--- config.mk ---
export PLATFORM = sky130hd
export DESIGN_NAME = sram_port_arbiter
export DESIGN_NICKNAME = d
export VERILOG_FILES = /design/src/rtl/sram_arb_pkg.sv /design/src/rtl/sram_port_arbiter_pick.sv /design/src/rtl/sram_port_arbiter.sv
export SDC_FILE = /design/constraint.sdc
export NUM_CORES = 1
export LEC_CHECK = 0
export BUFFER_PORTS_ARGS = -buffer_cell sky130_fd_sc_hd__buf_2
export CAP_MARGIN = 20
export CORE_AREA = 2 2 108 110
export CTS_CLUSTER_SIZE = 28
export DETAILED_ROUTE_END_ITERATION = 6
export DIE_AREA = 0 0 110 112
export MAX_ROUTING_LAYER = met4
export PLACE_DENSITY = 0.44
export SLEW_MARGIN = 0
export SYNTH_ARGS = -nofsm -noshare
export SYNTH_HDL_FRONTEND = slang
export SYNTH_HIERARCHICAL = 1
export SYNTH_SLANG_ARGS = --single-unit
--- constraint.sdc ---
create_clock -name clk -period 2.1 [get_ports clk]
set_input_delay 0.21 -clock clk [delete_from_list [all_inputs] [get_ports clk]]
set_output_delay 0.21 -clock clk [all_outputs]
set_load 0.01 [all_outputs]
--- src/rtl/sram_arb_pkg.sv ---
// Shared encodings for the SRAM port arbiter: FSM states, owner codes, latency bound.
package sram_arb_pkg;

  typedef enum logic {
    ARB_IDLE = 1'b0,
    ARB_WAIT = 1'b1
  } arb_state_e;

  typedef enum logic {
    OWN_INST = 1'b0,
    OWN_DATA = 1'b1
  } owner_e;

  localparam int READ_LAT_MAX = 4;

endpackage

--- src/rtl/sram_port_arbiter_pick.sv ---
// Two-way combinational pick: req[1] = data, req[0] = inst, one-hot gnt.
// SRAM_ARB_RR_EN selects round-robin on `last`; otherwise data has fixed priority.
module arb_pick2
  import sram_arb_pkg::*;
(
  input  logic [1:0] req,
  input  owner_e     last,
  output logic [1:0] gnt
);

`ifdef SRAM_ARB_RR_EN
  always_comb begin
    gnt = req;
    if (req == 2'b11) begin
      gnt = (last == OWN_DATA) ? 2'b01 : 2'b10;
    end
  end
`else
  logic unused_last;
  assign unused_last = last;

  always_comb begin
    gnt = req;
    if (req[1]) begin
      gnt = 2'b10;
    end
  end
`endif

endmodule

--- src/rtl/sram_port_arbiter.sv ---
// Shares one synchronous SRAM port between fetch and load/store, tracks the single
// outstanding read and routes its data back. SRAM_ARB_RR_EN enables round-robin.
module sram_port_arbiter
  import sram_arb_pkg::*;
#(
  parameter int READ_LAT = 1
) (
  input  logic        clk,
  input  logic        rst,
  input  logic        inst_req,
  input  logic [31:0] inst_addr,
  output logic        inst_gnt,
  output logic        inst_rvalid,
  output logic [31:0] inst_rdata,
  input  logic        data_req,
  input  logic [3:0]  data_wen,
  input  logic [31:0] data_addr,
  input  logic [31:0] data_wdata,
  output logic        data_gnt,
  output logic        data_rvalid,
  output logic [31:0] data_rdata,
  output logic        sram_en,
  output logic [3:0]  sram_wen,
  output logic [31:0] sram_addr,
  output logic [31:0] sram_wdata,
  input  logic [31:0] sram_rdata,
  output logic        stallreq_for_arb
);

  if (READ_LAT < 1 || READ_LAT > READ_LAT_MAX) begin : g_bad_lat
    $error("sram_port_arbiter: READ_LAT out of range 1..4");
  end

  arb_state_e state;
  logic [2:0] cnt;
  owner_e     owner;
  owner_e     last_sel;

  logic       arb_open;
  logic       resp;
  logic [1:0] req;
  logic [1:0] gnt;
  logic       rd_grant;

`ifdef SRAM_ARB_RR_EN
  owner_e last;

  always_ff @(posedge clk) begin
    if (rst) begin
      last <= OWN_INST;
    end else if (|gnt) begin
      last <= gnt[1] ? OWN_DATA : OWN_INST;
    end
  end

  assign last_sel = last;
`else
  assign last_sel = OWN_INST;
`endif

  // The response cycle doubles as an arbitration slot so reads can overlap.
  assign arb_open = ~rst & ((state == ARB_IDLE) | (cnt == 3'd1));
  assign resp     = (state == ARB_WAIT) & (cnt == 3'd1);
  assign req      = {data_req, inst_req} & {2{arb_open}};

  arb_pick2 u_pick (
    .req  (req),
    .last (last_sel),
    .gnt  (gnt)
  );

  assign inst_gnt = gnt[0];
  assign data_gnt = gnt[1];
  assign rd_grant = inst_gnt | (data_gnt & (data_wen == 4'b0000));

  assign stallreq_for_arb = (inst_req & ~inst_gnt) | (data_req & ~data_gnt);

  always_comb begin
    sram_en    = 1'b0;
    sram_wen   = 4'b0000;
    sram_addr  = 32'h0;
    sram_wdata = 32'h0;
    if (data_gnt) begin
      sram_en    = 1'b1;
      sram_wen   = data_wen;
      sram_addr  = data_addr;
      sram_wdata = data_wdata;
    end else if (inst_gnt) begin
      sram_en    = 1'b1;
      sram_addr  = inst_addr;
    end
  end

  assign inst_rvalid = resp & (owner == OWN_INST);
  assign data_rvalid = resp & (owner == OWN_DATA);
  assign inst_rdata  = inst_rvalid ? sram_rdata : 32'h0;
  assign data_rdata  = data_rvalid ? sram_rdata : 32'h0;

  always_ff @(posedge clk) begin
    if (rst) begin
      state <= ARB_IDLE;
      cnt   <= 3'd0;
      owner <= OWN_INST;
    end else if (rd_grant) begin
      state <= ARB_WAIT;
      cnt   <= 3'(READ_LAT);
      owner <= data_gnt ? OWN_DATA : OWN_INST;
    end else if (state == ARB_WAIT) begin
      cnt <= cnt - 3'd1;
      if (cnt == 3'd1) begin
        state <= ARB_IDLE;
      end
    end
  end

endmodule

=== Word-level counts from Yosys, hierarchy flattened ===
Cells that the tools add are included.

* $add $sub $neg: 1
* Equal/unequal tests: 1
* Muxes and demuxes: 15
* Bitwise gates (word level): 16
* Reductions and logical operators: 3

{| class="wikitable"
|+ Operators with widths
! operator !! number
|-
| $mux W32 || 5
|-
| $mux W1 || 8
|-
| $and A1 B1 Y1 || 7
|-
| $not A1 Y1 || 5
|-
| $logic_not A4 Y1 || 1
|-
| $mux W4 || 1
|-
| $eq A3 B1 Y1 const B || 1
|-
| $or A1 B1 Y1 || 3
|-
| $sub A3 B1 Y3 const B || 1
|-
| $and A2 B2 Y2 || 1
|-
| $mux W2 || 1
|-
| $reduce_bool A2 Y1 || 1
|-
| $reduce_or A2 Y1 || 1
|}

* Bits in registers: 5
* Input port bits: 136
* Output and inout port bits: 138
* Logic and storage cells: 40

=== Depth between registers and ports, before layout ===
Gate-level depths: netlist (run 1).

* Depth in word-level cells: 8
* Depth in mapped cells: 11
* Mapped depth without buffers: 8

=== Hierarchy ===
The synthesis (run 1) kept the hierarchy.

{| class="wikitable"
|+ Modules (own cells, without submodules)
! module !! times used !! cells an instance !! area each (um2)
|-
| sram_port_arbiter || 1 || 189 || 1366.3
|-
| arb_pick2 || 1 || 2 || 21.3
|}

=== Worst setup path after synthesis (run 1) ===
OpenSTA, ideal clock, no wires.

* Path type: register to output
* From: reg cnt[1]
* To: out sram_addr[20]
* Arrival: 1.786 ns
* Required time: 1.890 ns
* Slack: 0.104 ns
* Cell stages (with the launch flop): 12
* Path buffers: 4
* Path through: dfxtp_1 -> inv_1 -> ha_1 -> nand2b_4 -> a21oi_1 -> and2_1 -> buf_4 -> buf_4 -> nor2b_1 -> buf_2 -> buf_2 -> a22o_1

* Elaborated cells on any way between the ends: 7
* Those cells by class: 1 x eq/ne; 3 x mux; 3 x bitwise

{| class="wikitable"
|+ RTL lines
! item !! line !! text
|-
| from (decl) || sram_port_arbiter.sv:35 || <nowiki>logic [2:0] cnt;</nowiki>
|-
| from (signal assigned) || sram_port_arbiter.sv:106 || <nowiki>cnt <= 3'(READ_LAT);</nowiki>
|-
| from (signal assigned) || sram_port_arbiter.sv:109 || <nowiki>cnt <= cnt - 3'd1;</nowiki>
|-
| $eq A3 B1 Y1 || sram_port_arbiter.sv:62 || <nowiki>assign arb_open = ~rst & ((state == ARB_IDLE) | (cnt == 3'd1));</nowiki>
|-
| $or A1 B1 Y1 || sram_port_arbiter.sv:62 ||
|-
| $and A1 B1 Y1 || sram_port_arbiter.sv:62 ||
|-
| $and A2 B2 Y2 || sram_port_arbiter.sv:64 || <nowiki>assign req = {data_req, inst_req} & {2{arb_open}};</nowiki>
|-
| named net req[1] || sram_port_arbiter.sv:41 || <nowiki>logic [1:0] req;</nowiki>
|-
| $mux W2 || sram_port_arbiter_pick.sv:24 || <nowiki>if (req[1]) begin</nowiki>
|-
| named net data_gnt || sram_port_arbiter.sv:19 || <nowiki>output logic data_gnt,</nowiki>
|-
| $mux W32 || sram_port_arbiter.sv:83 || <nowiki>if (data_gnt) begin</nowiki>
|-
| to (decl) || sram_port_arbiter.sv:24 || <nowiki>output logic [31:0] sram_addr,</nowiki>
|}

The timed path passes the listed nets, and every way through them passes these cells.

=== Final worst setup path (run 1) ===
* From: reg cnt[1]
* To: out sram_addr[14]

* Cells in the longest elaborated chain, start to end: 7

{| class="wikitable"
|+ Ends and longest elaborated chain
! item !! line !! text
|-
| $eq A3 B1 Y1 || sram_port_arbiter.sv:62 ||
|-
| $or A1 B1 Y1 || sram_port_arbiter.sv:62 ||
|-
| $and A1 B1 Y1 || sram_port_arbiter.sv:62 ||
|-
| $and A2 B2 Y2 || sram_port_arbiter.sv:64 ||
|-
| named net req[0] || sram_port_arbiter.sv:41 ||
|-
| $mux W2 || sram_port_arbiter_pick.sv:24 ||
|-
| $mux W32 || sram_port_arbiter.sv:88 || <nowiki>end else if (inst_gnt) begin</nowiki>
|-
| $mux W32 || sram_port_arbiter.sv:83 ||
|}

The timed path passes the listed nets, and every way through them passes these cells.

==> flow_metrics.env, run 1 <==
export IMPL_status="complete, but fails checks"
export IMPL_violations="setup timing"
export IMPL_wl_met1_um=2918
export IMPL_fin_ws_ns=-0.0001341
export IMPL_yosysWarnings=6
export IMPL_top_layer_used="met4"
export IMPL_worstHoldStart="rst"
export IMPL_drive_gt1_share_pct=67.60
export IMPL_cts_tree="done"
export IMPL_syn_area_mm2=0.001384
export IMPL_die_area_mm2=0.01232
export IMPL_fin_nets=602
export IMPL_path_max_fanout=17
export IMPL_grt_max_degree=74
export IMPL_setup_tns_ns=-0.0001341
export IMPL_final_antenna_net_count=0
export IMPL_pin_count=274
export IMPL_vdd_drop_max_mv=0.2208
export IMPL_synth_avg_cell_area_um2=7.283
export IMPL_worstSetupPathType="reg2out"
export IMPL_whs_path_depth=2
export IMPL_multi_input_area_mm2=0.001161
export IMPL_tightest_slew_ns=0.3906
export IMPL_end_kind="primary output"
export IMPL_hold_viol_final=0
export IMPL_wire_per_inst_um=13.21
export IMPL_area_delta_synth_final_pct=127.8
export IMPL_port_buffers=273
export IMPL_power_per_cell_area_mw_per_mm2=308.0
export IMPL_rsz0062_at_grt="yes"
export IMPL_cp_required_ns=1.89
export IMPL_seq_area_um2=105.1
export IMPL_r2r_end="cnt[1]"
export IMPL_cts_buffers=3
export IMPL_cp_start_kind="flip-flop"
export IMPL_rows=39
export IMPL_dr_wl_met2_um=4264
export IMPL_maxCapViolCount=0
export IMPL_place_congestion=0.8063
export IMPL_vias=2397
export IMPL_path_clk_slew_ns=0.03
export IMPL_setup_violations=1
export IMPL_wirelength_um=8005
export IMPL_htree_levels=1
export IMPL_finalClockSkew_ns=0.0004167
export IMPL_netlist_instances=190
export IMPL_grt_pass1_wl_um=10600
export IMPL_fmax_ghz=0.4762
export IMPL_antenna_found_initial=0
export IMPL_viasPerCell=3.955
export IMPL_drtIter0Drc=34
export IMPL_r2r_setup_slack_ns=0.34
export IMPL_die_h_um=112
export IMPL_clock_latency_ns=0.23
export IMPL_grt_ovfl_total=0
export IMPL_grt_usage_pct=11.42
export IMPL_syn_nets=328
export IMPL_crit_arrival_ns=1.89
export IMPL_clock_path_buffers=2
export IMPL_core_area_mm2=0.01117
export IMPL_fin_crit_ns=2.100
export IMPL_hold_path_class="in2reg"
export IMPL_postCtsHoldBufs=0
export IMPL_die_x_um=110
export IMPL_total_leakage_power_nw=1.975
export IMPL_clock_sinks=5
export IMPL_rr_startpoint="cnt[1]"
export IMPL_slew_headroom_pct=73.96
export IMPL_grt_pass1_vias=2176
export IMPL_ff2ff_path_depth=9
export IMPL_period_share_pct=100.0
export IMPL_root_buffer="clkbuf_16"
export IMPL_min_to="cnt[0]"
export IMPL_antenna_cells=0
export IMPL_drc=0
export IMPL_fill_cells=1216
export IMPL_initial_core_util_pct=12.38
export IMPL_wl_met3_um=765
export IMPL_place_hpwl_um=6459
export IMPL_report_final_slew_viol_count=0
export IMPL_finalPower_uw=970.8
export IMPL_first_pass_iters=4
==> final cells by class <==
| type | count | area share [%] |
|---|---|---|
| Timing Repair Buffer | 289 | 50.77 |
| Multi-Input combinational cell | 159 | 36.84 |
| Tap cell | 143 | 5.677 |
| Sequential cell | 5 | 3.335 |
| Clock buffer | 4 | 2.501 |
| Inverter | 6 | 0.8734 |
==> per-stage QoR <==
stage	util (%)	hold slack [ns]	instance area [um^2]	instances	worst slack [ns]
after global routing	28.21	0.2618	3152	606	-0.1004
final	28.21	0.2472	3152	606	-0.0001341
after detailed placement	25.69	0.4675	2870	593	0.02659
after global placement	25.69	0.4592	2870	593	0.07003
after CTS	27.87	0.2286	3114	605	-0.03339
after floorplan	-	0.2791	1384	190	0.1036
==> layer usage <==
| metal | track usage (%) | vias up |
|---|---|---|
| li1 | - | 1174 |
| met1 | 12.58 | 1050 |
| met2 | 21.84 | 167 |
| met3 | 0.9953 | 6 |
| met4 | 2.194 | 0 |
| met5 | - | - |
==> where the power goes <==
part / switching, mW / internal [mW] / total, mW / leakage (nW)
sequential: 0.00958 / 0.106 / 0.116 / 0.0421
combinational: 0.251 / 0.295 / 0.546 / 1.90
clock: 0.0578 / 0.251 / 0.309 / 0.0382
total: 0.318 / 0.652 / 0.971 / 1.98
==> sequential cells by signal, summed over array words and instances (netlist names) <==
register and count:
cnt 3, owner 1, state 1
==> what timing repair did <==
item,CTS,global route
hold endpoints to repair,0,0
setup buffers,7,1
resized for setup,13,5
endpoints found under the setup margin,34,67
pin swaps,5,1
cloned,2,1
==> worst max-delay path: stages (launching register included) <==
cell      delay, ns
dfxtp_2        0.31
inv_2          0.06
ha_4           0.13
nand2b_4       0.06
a21oi_4        0.12
and2_4         0.14
nor2b_4        0.14
nor2b_4        0.19
buf_6          0.20
a22o_1         0.17
buf_2          0.13
==> placed cells by master, fill, tap and decap left out <==
cell and n:
dfxtp_1 3, clkbuf_16 4, o21ai_0 2, a21oi_4 1, inv_6 1, a22o_4 1
a21oi_1 3, nor4_1 1, buf_6 3, buf_4 7, and2_1 94, ha_1 1
o22ai_1 1, a211oi_1 1, inv_1 4, ha_4 1, a22o_1 30, nand2_1 5
xnor2_1 1, buf_12 2, xor2_1 1, and2_4 2, and2_2 6, inv_2 1
dfxtp_4 1, nor3_4 2, or2_2 1, buf_2 273, dfxtp_2 1, nor3b_1 2
nor2b_4 2, nand2b_4 1, buf_16 3, clkbuf_1 1
==> how the worst max path moves through the flow <==
stage / startpoint / end / slack, ns / depth (start not counted)
after CTS: cnt[1] / sram_addr[14] / -0.03 / 11
after global placement: cnt[0] / sram_addr[27] / 0.07 / 9
final: cnt[1] / sram_addr[14] / -0.0001 / 10
after detailed placement: cnt[1] / sram_addr[27] / 0.03 / 10
after global routing: cnt[1] / sram_addr[23] / -0.10 / 10
after floorplan: cnt[1] / sram_addr[20] / 0.10 / 11
Note: power is estimated with default switching activity, not from simulation.
==> run 2, diff against run 1 <==
BUFFER_PORTS_ARGS = not set   (was -buffer_cell sky130_fd_sc_hd__buf_2)
CORE_AREA = 2 2 107 109   (was 2 2 108 110)
DIE_AREA = 0 0 109 111   (was 0 0 110 112)
DONT_BUFFER_PORTS = 1   (was not set)
PLACE_DENSITY = 0.3   (was 0.44)
==> run 2 against run 1 <==
Against the previous run: the flow now finishes without violations; clock-buffer cell count unchanged; global-route usage decreased by 0.45 points; power decreased by 15%; final area decreased by 35%; register-to-register slack got worse by 0.08 ns; non-clock buffer count decreased by 271; first-iteration DRC count increased by 53%; sequential power about the same; die area decreased by 1.8%; core utilization decreased by 9.8 points; largest cell class is now multi-input combinational cells; largest power group unchanged.
==> flow_metrics.env, run 2 (synthesis results as in run 1) <==
export IMPL_status="finished, final reports clean"
export IMPL_fin_ws_ns=0.05880
export IMPL_first_pass_iters=4
export IMPL_place_congestion=0.7255
export IMPL_fin_cells=337
export IMPL_switching_share_pct=33.64
export IMPL_mostFrequentLayoutCells="and2_1, a22o_4, buf_4, and2_2, nand2_1"
export IMPL_wire_per_inst_um=22.50
export IMPL_clock_latency_ns=0.23
export IMPL_period_share_pct=97.20
export IMPL_dp_cells=322
export IMPL_initial_core_util_pct=12.49
export IMPL_hold_path_class="in2reg"
export IMPL_ff2ff_path_depth=9
export IMPL_rsz0062_at_grt="yes"
export IMPL_crit_arrival_ns=1.83
export IMPL_grt_pass1_wl_um=9204
export IMPL_rows=39
export IMPL_core_area_mm2=0.01108
export IMPL_cp_start_kind="flip-flop"
export IMPL_port_buffers=0
export IMPL_root_buffer="clkbuf_16"
export IMPL_vdd_drop_max_mv=0.1782
export IMPL_mostFrequentLayoutCell="and2_1"
export IMPL_maxCapViolCount=0
export IMPL_p_comb_share_pct=47.2
export IMPL_hold_viol_final=0
export IMPL_regMostFlops="cnt"
export IMPL_grt_pass1_vias=1350
export IMPL_fmax_ghz=0.4899
export IMPL_final_area_mm2=0.002039
export IMPL_top_regs="cnt (3), owner (1), state (1)"
export IMPL_vias=1465
export IMPL_cts_buffers=3
export IMPL_power_per_cell_area_mw_per_mm2=402.7
export IMPL_viasPerCell=4.347
export IMPL_fin_crit_ns=2.041
export IMPL_wirelength_um=7581
export IMPL_fin_nets=331
export IMPL_whs_path_depth=1
export IMPL_largest_register_ffs=3
export IMPL_clock_sinks=5
export IMPL_p_sw_uw=276.3
export IMPL_cp_required_ns=1.89
export IMPL_final_antenna_net_count=0
export IMPL_report_final_slew_viol_count=0
export IMPL_min_to="cnt[0]"
export IMPL_area_delta_synth_final_pct=47.38
export IMPL_intPower_uw=545.0
export IMPL_seq_area_um2=102.6
export IMPL_die_x_um=109
export IMPL_rr_startpoint="cnt[1]"
export IMPL_grt_max_degree=69
export IMPL_htree_levels=1
export IMPL_cts_tree="done"
export IMPL_drive_gt1_share_pct=36.98
export IMPL_total_leakage_power_nw=0.8730
export IMPL_pin_count=274
export IMPL_end_kind="primary output"
export IMPL_die_area_mm2=0.01210
export IMPL_path_clk_slew_ns=0.03
export IMPL_finalClockSkew_ns=0.003135
export IMPL_multi_input_area_mm2=0.001414
export IMPL_seqPwrFrac_pct=13.8
export IMPL_worstHoldStart="rst"
export IMPL_hold_ws_ns=0.03805
export IMPL_slew_headroom_pct=74.91
export IMPL_r2r_end="cnt[1]"
export IMPL_fill_cells=1235
export IMPL_drc=0
export IMPL_postCtsHoldBufs=0
export IMPL_antenna_found_initial=1
export IMPL_clkPwrFrac_pct=39.0
export IMPL_setup_violations=0
export IMPL_tightest_slew_ns=0.3764
export IMPL_path_max_fanout=7
export IMPL_grt_usage_pct=10.98
export IMPL_r2r_setup_slack_ns=0.26
export IMPL_grt_ovfl_total=0
export IMPL_place_area_mm2=0.001519
export IMPL_clock_path_buffers=2
export IMPL_drtIter0Drc=52
export IMPL_finalPower_uw=821.3
export IMPL_die_h_um=111
export IMPL_preCtsSetupSlack_ns=0.08939
export IMPL_worstSetupPathType="reg2out"
export IMPL_startpoint="cnt[1]"
==> run 2: power groups by stage <==
stage / Combinational, mW / Clock, mW / Sequential, mW
after floorplan: 0.231 / 0 / 0.112
after global placement: 0.278 / 0 / 0.113
after detailed placement: 0.279 / 0 / 0.113
after CTS: 0.366 / 0.326 / 0.113
after global routing: 0.415 / 0.330 / 0.115
final: 0.387 / 0.320 / 0.114
==> run 2: worst max-delay path by stage <==
stage,cells after the start,end,slack (ns)
after floorplan,11,sram_addr[20],0.10
final,10,sram_addr[15],0.06
after global placement,9,sram_addr[6],0.12
after global routing,10,sram_addr[26],-0.04
after detailed placement,9,sram_addr[6],0.09
after CTS,10,sram_addr[22],0.003
==> run 2: layer usage <==
layer | global-route usage [%] | part of all wire, %
met1 | 11.44 | 34
met2 | 20.12 | 54
met3 | 3.175 | 12
met4 | 2.308 | 0.69
met5 | - | 0
==> run 2: what timing repair did <==
action | CTS | global route
cloned | 2 | 1
pin swaps | 7 | 4
setup endpoints to repair | 35 | 38
setup buffers | 7 | 0
resized for setup | 31 | 15
==> run 2: cell type report <==
cell class	instances	area share (%)
Timing Repair Buffer	18	11.41
Sequential cell	5	5.031
Antenna cell	2	0.2454
Clock buffer	4	3.865
Tap cell	143	8.773
Inverter	6	1.350
Multi-Input combinational cell	159	69.33
==> run 2: metrics by stage <==
stage,util (%),setup TNS [ns]
3_3_place_gp,13.71,0
2_1_floorplan,-,0
5_1_grt,18.41,-0.5500
6_report,18.41,0
3_5_place_dp,13.71,0
4_1_cts,17.33,0
==> run 2: critical path, cell delays in order, from the launching register on <==
cell	delay, ns
dfxtp_2	0.31
inv_2	0.07
ha_4	0.14
nand2b_4	0.05
a21oi_2	0.13
and2_1	0.15
nor2b_4	0.14
nor2b_4	0.19
buf_6	0.16
buf_12	0.14
a22o_4	0.13
